<file path="src/rtl/mux_2to1.sv">
// 2:1 word mux with combinational output and a registered, validated copy.
// Optional MUX_2TO1_PARITY_EN adds a registered even-parity output y_par.
module mux_2to1 #(
  parameter int WIDTH = 8
) (
  input  logic             clk,
  input  logic             rst_n,
  input  logic [WIDTH-1:0] d0,
  input  logic [WIDTH-1:0] d1,
  input  logic             s,
  input  logic             en,
  output logic [WIDTH-1:0] y,
  output logic [WIDTH-1:0] y_q,
  output logic             y_valid,
  output logic             y_chg
`ifdef MUX_2TO1_PARITY_EN
  ,
  output logic             y_par
`endif
);

  logic [WIDTH-1:0] w_y;
  logic [WIDTH-1:0] r_q;
  logic             r_valid;
  logic             r_chg;

  // select; an unknown select falls through to d0
  always_comb begin
    w_y = d0;
    if (s) w_y = d1;
  end

  // capture/hold register with change detect against the previous word
  always_ff @(posedge clk) begin
    if (!rst_n) begin
      r_q     <= '0;
      r_valid <= 1'b0;
      r_chg   <= 1'b0;
    end else if (en) begin
      r_q     <= w_y;
      r_valid <= 1'b1;
      r_chg   <= (w_y != r_q) || !r_valid;
    end else begin
      r_chg   <= 1'b0;
    end
  end

`ifdef MUX_2TO1_PARITY_EN
  logic r_par;

  // parity bit travels with the captured word
  always_ff @(posedge clk) begin
    if (!rst_n) begin
      r_par <= 1'b0;
    end else if (en) begin
      r_par <= ^w_y;
    end
  end

  assign y_par = r_par;
`endif

  assign y       = w_y;
  assign y_q     = r_q;
  assign y_valid = r_valid;
  assign y_chg   = r_chg;

endmodule

</file>
<file path="config.mk">
export PLATFORM = sky130hd
export DESIGN_NAME = mux_2to1
export DESIGN_NICKNAME = d
export VERILOG_FILES = /design/src/rtl/mux_2to1.sv
export SDC_FILE = /design/constraint.sdc
export NUM_CORES = 1
export LEC_CHECK = 0
export ABC_AREA = 1
export BUFFER_PORTS_ARGS = -buffer_cell sky130_fd_sc_hd__buf_4
export CAP_MARGIN = 20
export CORE_UTILIZATION = 45
export DETAILED_ROUTE_END_ITERATION = 10
export GPL_ROUTABILITY_DRIVEN = 1
export PLACE_DENSITY = 0.82
export SLEW_MARGIN = 20
export SYNTH_ARGS = -nofsm -noshare
export SYNTH_HDL_FRONTEND = slang
export SYNTH_SLANG_ARGS = --single-unit
</file>
<file path="constraint.sdc">
create_clock -name clk -period 2 [get_ports clk]
set_input_delay 0.1 -clock clk [delete_from_list [all_inputs] [get_ports clk]]
set_output_delay 0.1 -clock clk [all_outputs]
set_load 0.01 [all_outputs]
</file>
* After elaboration in Yosys (flattened, before gate mapping)
Cells that the tools add are included.
Word-level totals: register bits 10, bits of input ports 20
Operators by class: eq/ne operators 1, mux-type cells 1, reduce and logical (&&, ||, !) cells 3
Operators by type and width (count):
- $mux W8 | 1
- $ne A8 B8 Y1 | 1
- $reduce_and A2 Y1 | 1
- $logic_not A1 Y1 | 1
- $logic_or A1 B1 Y1 | 1

* Logic depth before layout (Yosys ltp)
Gate-level depths: netlist (run 1).
word-level depth 3, mapped depth 9

* Least setup slack after synthesis (run 1)
OpenSTA, ideal clock, no wires.
path type register -> register, start register r_q[5], in the netlist y_q[5], end register r_chg, in the netlist y_chg, library setup time 0.112 ns, arrival time 0.814 ns, required time 1.888 ns, setup slack 1.074 ns, stages on the path, launching flop included 8, clock period less this slack 0.926 ns, cells stage by stage dfxtp_1 inv_1 nand3_1 nand2_1 nor2_1 nand3_1 nor2_1 nor2_1
On the way: word-level cells in the longest chain between the ends 2
RTL lines:
- start: declaration | RTL line 23 | logic [WIDTH-1:0] r_q;
- start signal: assignment | RTL line 40 | r_q <= w_y;
- $ne A8 B8 Y1 | RTL line 42 | r_chg <= (w_y != r_q) || !r_valid;
- $logic_or A1 B1 Y1 | RTL line 42
- end signal: assignment | RTL line 42
- end: declaration | RTL line 25 | logic r_chg;
Every way passes these cells. A chain may end at the register's enable or synchronous reset.

* Worst setup path after layout (run 1)
start register r_q[7], in the netlist y_q[7], end register r_chg, in the netlist y_chg
The elaborated chain is that of the path after synthesis.

==> flow_summary.yaml, run 1 <==
status:
  run_status: "complete, no violations"
grt:
  globalRouteTotalUtil_pct: 22.1
  initial_antenna_violation_count: 0
  global_route.overflow_total: 0
  grt_pass1_wl_um: 2320
  grt_max_degree: 17
  via_count_of_the_first_global_routing_pass: 605
setup_path:
  critical_path.startpoint: "y_q[7]"
  timing.critical_path.slowest_stage_cell: "sky130_fd_sc_hd__dfxtp_1"
  path_class: "register to register"
  critical_path.max_fanout: 3
  reg2reg_launch_point: "y_q[7]"
  ff2ff_path_depth: 7
  worstReg2RegEnd: "y_chg"
  cpMostUsedCell: "sky130_fd_sc_hd__nor2_1"
  critPathRequiredTime_ns: 2.17
  peak_per_stage_delay_on_the_critical_path_ns: 0.35
  critical_path.n_buffers_inverters: 1
  regToRegSetupSlack_ns: 1.04
  critical_path.endpoint_type: "register"
  cp.arrival_ns: 1.13
  start_kind: "register"
  number_of_logic_stages_on_the_critical_path_including_buffering: 7
  critical_path.endpoint: "y_chg"
  crit_path_cell_trace: "inv_1 > nand3_1 > nand2_1 > nor2_1 > nand3_1 > nor2_1 > nor2_1"
  cpLargestDelayFamily: "simple AND/OR/NAND/NOR gates"
placement:
  dpl_worst_slack_ns: 0.897
  gp_congestion: 0.702
  hpwlAfterDp_um: 1250
  port_buffers: 37
synthesis:
  synthXorXnorAreaFrac_pct: 3.80
  synth_top_family_by_area: "simple AND/OR/NAND/NOR gates"
  synth_simple_gate_area_share_pct: 35.7
  synth_area_sq_um: 658
  synth-seq-area-share_pct: 30.4
  post_synth_num_cell_types: 14
  post_synthesis_mux_area_share_pct: 0
  ys_seq_elements: 10
  synth-warning-count: 0
  mappedNetlistNets: 132
  syn_area_per_cell_sq_um: 5.88
  area_fraction_in_compound_gates_after_synthesis_pct: 13.5
  synth_cells: 112
  synth_fa_ha_area_share_pct: 0
detailed_routing:
  drtAntennaViolNets: 0
  drt-vias-per-instance: 4.63
  drt_iter0_markers: 11
  finalWirelength_um: 1620
  route.detailed.wl_per_inst_um: 9.75
  post-route-drc-count: 0
  num_vias: 769
  dr.pass1.iters: 4
clocking:
  post-cts-setup-buffer-count: 0
  number_of_levels_in_the_clock_h_tree: 1
  cts_buffers: 3
  cell_chosen_for_the_clock_root: "sky130_fd_sc_hd__clkbuf_4"
  cts_max_path_bufs: 2
  cts_tree: "done"
  clk-insertion-delay-late_ns: 0.26
  clkTransAtPathRegs_ns: 0.07
  cts_repair_resize_count: 0
  cts.sinks: 10
  ctsHoldBuffers: 0
min_path:
  min_path_type: "input port to register"
sta:
  rsz0062_at_grt: "no"
  count_of_final_hold_check_violations: 0
  setup-violations-final: 0
  maxSlewHeadroom_pct: 71.4
  fin_ws_ns: 1.04
  layout_worst_path_cycle_share_pct: 48.2
  period_minus_ws_final_ns: 0.963
  fmax_mhz: 1040
  drv_slew: 0
  clock_skew_ns: 0.000242
  worstMarginPinSlew_ns: 0.428
  fin_setup_tns_ns: 0
power:
  power_density_nw_per_um2: 601
  max-vdd-ir-drop_uv: 367
  internal-power_mw: 0.412
  power.switching_mw: 0.175
  combinationalPowerShare_pct: 30.4
  power.share.clock_pct: 31.5
  seq_power_share_pct: 38.1
  p_sw_share_pct: 29.8
  static-leakage-power_nw: 0.592
floorplan:
  fp.coreArea_sq_um: 1330
  placementRows: 13
  initial_utilization_pct: 49.3
  die-area_sq_um: 1620
  dieHeight_um: 40.2
  die_x_um: 40.2
  ios: 38
cells_and_area:
  ant_diodes: 0
  final_layout_size_suffix_gt1_share_pct: 32.5
  num-nets-final: 172
  area_delta_synth_final_pct: 48.3
job:
  timing.max_cap.violations: 0
## worst reg2reg max path, stage by stage, from the launching register on
cell,delay (ns)
sky130_fd_sc_hd__dfxtp_1,0.35
sky130_fd_sc_hd__inv_1,0.06
sky130_fd_sc_hd__nand3_1,0.09
sky130_fd_sc_hd__nand2_1,0.07
sky130_fd_sc_hd__nor2_1,0.08
sky130_fd_sc_hd__nand3_1,0.08
sky130_fd_sc_hd__nor2_1,0.09
sky130_fd_sc_hd__nor2_1,0.04
## flip-flops by register name (all words and copies together) (netlist names)
signal,count
y_valid,1
y_q,8
y_chg,1
## power by group through the flow
stage                     clock, mW  combinational [mW]  sequential (mW)
after CTS                     0.193               0.179            0.223
after floorplan                   0              0.0878            0.234
after global routing          0.197               0.200            0.225
after global placement            0               0.176            0.228
final                         0.185               0.178            0.223
after detailed placement          0               0.179            0.228
## synth_stat cells
cell type / count / area [sq um]
sky130_fd_sc_hd__nand2_2: 5 / 31.3
sky130_fd_sc_hd__clkbuf_1: 1 / 3.75
sky130_fd_sc_hd__dfxtp_1: 10 / 200
sky130_fd_sc_hd__buf_6: 1 / 11.3
sky130_fd_sc_hd__o21ai_0: 8 / 40.0
sky130_fd_sc_hd__nor2_1: 6 / 22.5
sky130_fd_sc_hd__inv_2: 1 / 3.75
sky130_fd_sc_hd__a21oi_1: 8 / 40.0
sky130_fd_sc_hd__nand3_1: 10 / 50.1
sky130_fd_sc_hd__o21ai_2: 1 / 8.76
sky130_fd_sc_hd__inv_1: 24 / 90.1
sky130_fd_sc_hd__nand2_1: 35 / 131
sky130_fd_sc_hd__xor2_2: 1 / 16.3
sky130_fd_sc_hd__xor2_1: 1 / 8.76
## stage by stage
stage | util (%) | cell area (sq um) | hold slack (ns) | total power [mW] | cells
floorplan | - | 658 | 0.210 | 0.322 | 112
global placement | 70.5 | 940 | 0.315 | 0.404 | 162
detailed placement | 70.5 | 940 | 0.335 | 0.407 | 162
CTS | 73.2 | 976 | 0.0544 | 0.596 | 166
global route | 73.2 | 976 | 0.0819 | 0.622 | 166
finish | 73.2 | 976 | 0.0587 | 0.587 | 166
## kinds of logic after synthesis
group / count (synthesis)
simple gates: 56
buf+inv: 27
compound gates: 17
flops: 10
xor+xnor: 2
## per-layer routing
metal / global-route usage, % / vias to the layer above / part of all wire (%)
met5: 0 / - / 0
met4: 12.5 / 0 / 0.86
met3: 3.33 / 2 / 7.2
met2: 39.1 / 35 / 47
met1: 24.8 / 315 / 45
li1: - / 417 / -
## how the worst min path moves through the flow
| stage | start | end | slack [ns] | cells past startpoint |
|---|---|---|---|---|
| 6_report | rst_n | y_valid | 0.06 | 3 |
| 5_1_grt | rst_n | y_valid | 0.08 | 3 |
| 4_1_cts | rst_n | y_valid | 0.05 | 3 |
| 3_5_place_dp | rst_n | y_valid | 0.33 | 3 |
| 3_3_place_gp | rst_n | y_valid | 0.31 | 3 |
| 2_1_floorplan | rst_n | y_valid | 0.21 | 2 |
## placed cells by master, fill, tap and decap left out
cell type / n
sky130_fd_sc_hd__a21oi_1: 8
sky130_fd_sc_hd__buf_4: 37
sky130_fd_sc_hd__clkbuf_4: 3
sky130_fd_sc_hd__clkbuf_8: 1
sky130_fd_sc_hd__dfxtp_1: 10
sky130_fd_sc_hd__inv_1: 24
sky130_fd_sc_hd__inv_2: 1
sky130_fd_sc_hd__nand2_1: 35
sky130_fd_sc_hd__nand2_2: 5
sky130_fd_sc_hd__nand3_1: 10
sky130_fd_sc_hd__nor2_1: 6
sky130_fd_sc_hd__o21ai_0: 8
sky130_fd_sc_hd__o21ai_2: 1
sky130_fd_sc_hd__xor2_1: 1
sky130_fd_sc_hd__xor2_2: 1
## cell type report
class	instances	area [sq um]
fillers	122	358
inverters	25	93.8
multi-input cells	75	349
flip-flops and latches	10	200
repair buffers	37	278
clock buffers	4	36.3
well taps	15	18.8
Note: power is estimated with default switching activity, not from simulation.
==> run 2, diff against run 1 <==
--- a/config.mk
+++ b/config.mk
@@ -8,10 +8,10 @@
 export ABC_AREA = 1
 export BUFFER_PORTS_ARGS = -buffer_cell sky130_fd_sc_hd__buf_4
 export CAP_MARGIN = 20
-export CORE_UTILIZATION = 45
+export CORE_UTILIZATION = 42
 export DETAILED_ROUTE_END_ITERATION = 10
 export GPL_ROUTABILITY_DRIVEN = 1
-export PLACE_DENSITY = 0.82
+export PLACE_DENSITY = 0.77
 export SLEW_MARGIN = 20
 export SYNTH_ARGS = -nofsm -noshare
 export SYNTH_HDL_FRONTEND = slang
==> constraint.sdc (replaced) <==
create_clock -name clk -period 0.9 [get_ports clk]
set_input_delay 0.045 -clock clk [delete_from_list [all_inputs] [get_ports clk]]
set_output_delay 0.045 -clock clk [all_outputs]
set_load 0.01 [all_outputs]
==> run 2 against run 1 <==
  * The flow now finishes with violations (setup timing)
  * Sequential power up 130%
  * Clock skew up 0.0070 ns
  * Sequential share of layout area down 1.8 points
  * Global-route usage up 2.9 points
  * Die area up 6.8%
  * First-iteration DRC count up 36%
  * Hold slack worse by 0.046 ns
  * Fmax up 6.3%
  * Largest power group unchanged
  * Power up 120%
  * Cell count up 7.8%
  * Critical path type unchanged
==> flow_summary.yaml, run 2 (synthesis results as in run 1) <==
cells_and_area:
  ant_diodes: 0
  area_delta_synth_final_pct: 68.1
  mostFrequentLayoutCell: "sky130_fd_sc_hd__buf_4"
  post-route-cell-area_sq_um: 1110
  final_layout_size_suffix_gt1_share_pct: 46.3
  num-nets-final: 186
  multi_input_comb_area_sq_um: 373
  fillerInstances: 121
  commonest_cells_after_routing_fill_and_taps_aside: "48 x sky130_fd_sc_hd__buf_4, 34 x sky130_fd_sc_hd__nand2_1, 19 x sky130_fd_sc_hd__inv_1, 7 x sky130_fd_sc_hd__a21oi_1, 7 x sky130_fd_sc_hd__nand3_1"
  fin_util_pct: 80.0
  largest_register_ffs: 8
  register_area_sq_um: 206
status:
  failed_checks: "setup timing"
  run_status: "complete, but fails checks"
floorplan:
  placementRows: 13
  die_x_um: 41.6
  fp.coreArea_sq_um: 1380
  initial_utilization_pct: 47.6
  ios: 38
  die-area_sq_um: 1730
  dieHeight_um: 41.6
grt:
  initial_antenna_violation_count: 0
  global_route.overflow_total: 0
  via_count_of_the_first_global_routing_pass: 862
  grt_pass1_wl_um: 3380
  met2_usage_pct: 45.9
  global_routing_s_busiest_layer: "met2"
  globalRouteMet1Util_pct: 27.6
  grt_max_degree: 17
  globalRouteTotalUtil_pct: 25.0
  gr-usage-met3_pct: 3.91
sta:
  period_minus_ws_final_ns: 0.906
  drv_slew: 0
  worstMarginPinSlew_ns: 0.312
  layout_worst_path_cycle_share_pct: 101
  hold_slack_ns: 0.0132
  setup-violations-final: 1
  rsz0062_at_grt: "yes"
  fmax_mhz: 1100
  fin_ws_ns: -0.00624
  count_of_final_hold_check_violations: 0
  fin_setup_tns_ns: -0.00624
  clock_skew_ns: 0.00728
  maxSlewHeadroom_pct: 79.1
setup_path:
  regToRegSetupSlack_ns: -0.006
  ff2ff_path_depth: 7
  path_class: "register to register"
  critical_path.max_fanout: 3
  critical_path.endpoint_type: "register"
  cp.arrival_ns: 1.07
  critPathRequiredTime_ns: 1.06
  start_kind: "register"
  reg2reg_launch_point: "y_q[5]"
  worstReg2RegEnd: "y_chg"
power:
  static-leakage-power_nw: 0.661
  power_density_nw_per_um2: 1180
  seq_power_share_pct: 38.7
  combinationalPowerShare_pct: 37.3
  max-vdd-ir-drop_uv: 856
  power.switching_mw: 0.413
  p_sw_share_pct: 31.8
  finalPower_mw: 1.30
  internal-power_mw: 0.887
  power.share.clock_pct: 23.9
clocking:
  cell_chosen_for_the_clock_root: "sky130_fd_sc_hd__clkbuf_4"
  cts_max_path_bufs: 2
  cts_buffers: 3
  clk-insertion-delay-late_ns: 0.27
  cts_tree: "done"
  number_of_levels_in_the_clock_h_tree: 1
  cts.sinks: 10
  clkTransAtPathRegs_ns: 0.07
min_path:
  min_path_type: "input port to register"
  worst_hold_path.num_cells: 3
  hold_path_end: "y_valid"
  hold_path_startpoint: "rst_n"
detailed_routing:
  drtAntennaViolNets: 0
  post-route-drc-count: 0
  route.detailed.wl_per_inst_um: 10.9
  finalWirelength_um: 1950
  num_vias: 870
  drt-vias-per-instance: 4.86
  drt_iter0_markers: 15
  dr.pass1.iters: 4
placement:
  gp_congestion: 0.845
  hpwlAfterDp_um: 1470
  detailed_place.area_sq_um: 1000
  port_buffers: 37
job:
  timing.max_cap.violations: 0
-- run 2: power by group through the flow --
stage,clock (mW),sequential [mW],combinational [mW]
finish,0.311,0.504,0.485
floorplan,0,0.524,0.195
global route,0.337,0.507,0.536
CTS,0.318,0.504,0.475
global placement,0,0.509,0.428
detailed placement,0,0.511,0.438
-- run 2: stage by stage --
stage / worst slack [ns] / instances
after floorplan: 0.00176 / 112
after global placement: -0.0690 / 170
after detailed placement: -0.0928 / 170
after CTS: -0.0271 / 179
after global routing: -0.0924 / 179
final: -0.00624 / 179
-- run 2: layout make-up --
type	count	area share (%)
inverter	25	8.48
multi-input combinational	75	33.7
timing repair buffer	51	35.4
sequential	10	18.7
tap	15	1.70
clock buffer	3	2.04
-- run 2: worst max-delay path by stage --
stage                 from  cells after the start    end
floorplan           y_q[0]                      5  y_chg
global placement         s                      9  y_chg
detailed placement       s                      9  y_chg
CTS                 y_q[3]                      7  y_chg
global route        y_q[7]                      7  y_chg
finish              y_q[5]                      7  y_chg
-- run 2: critical path, stage by stage, from the launching register on --
cell and delay, ns:
sky130_fd_sc_hd__dfxtp_2 0.35, sky130_fd_sc_hd__inv_2 0.05, sky130_fd_sc_hd__nand3_2 0.05, sky130_fd_sc_hd__nand2_1 0.05, sky130_fd_sc_hd__nor2_1 0.09, sky130_fd_sc_hd__nand3_1 0.07, sky130_fd_sc_hd__nor2_1 0.09, sky130_fd_sc_hd__nor2_1 0.04
-- run 2: metal layers --
| metal | vias up | wire length [um] |
|---|---|---|
| li1 | 447 | - |
| met1 | 386 | 762 |
| met2 | 33 | 1060 |
| met3 | 4 | 103 |
| met4 | 0 | 25 |
| met5 | - | 0 |
-- run 2: timing repair --
| action | CTS | global route |
|---|---|---|
| endpoints found under the setup margin | 1 | 4 |
| buffers inserted | 4 | 0 |
| pin swaps | 10 | 5 |
| hold buffers | 2 | 0 |
| endpoints found under the hold margin | 1 | 0 |
| gates resized for setup | 10 | 5 |
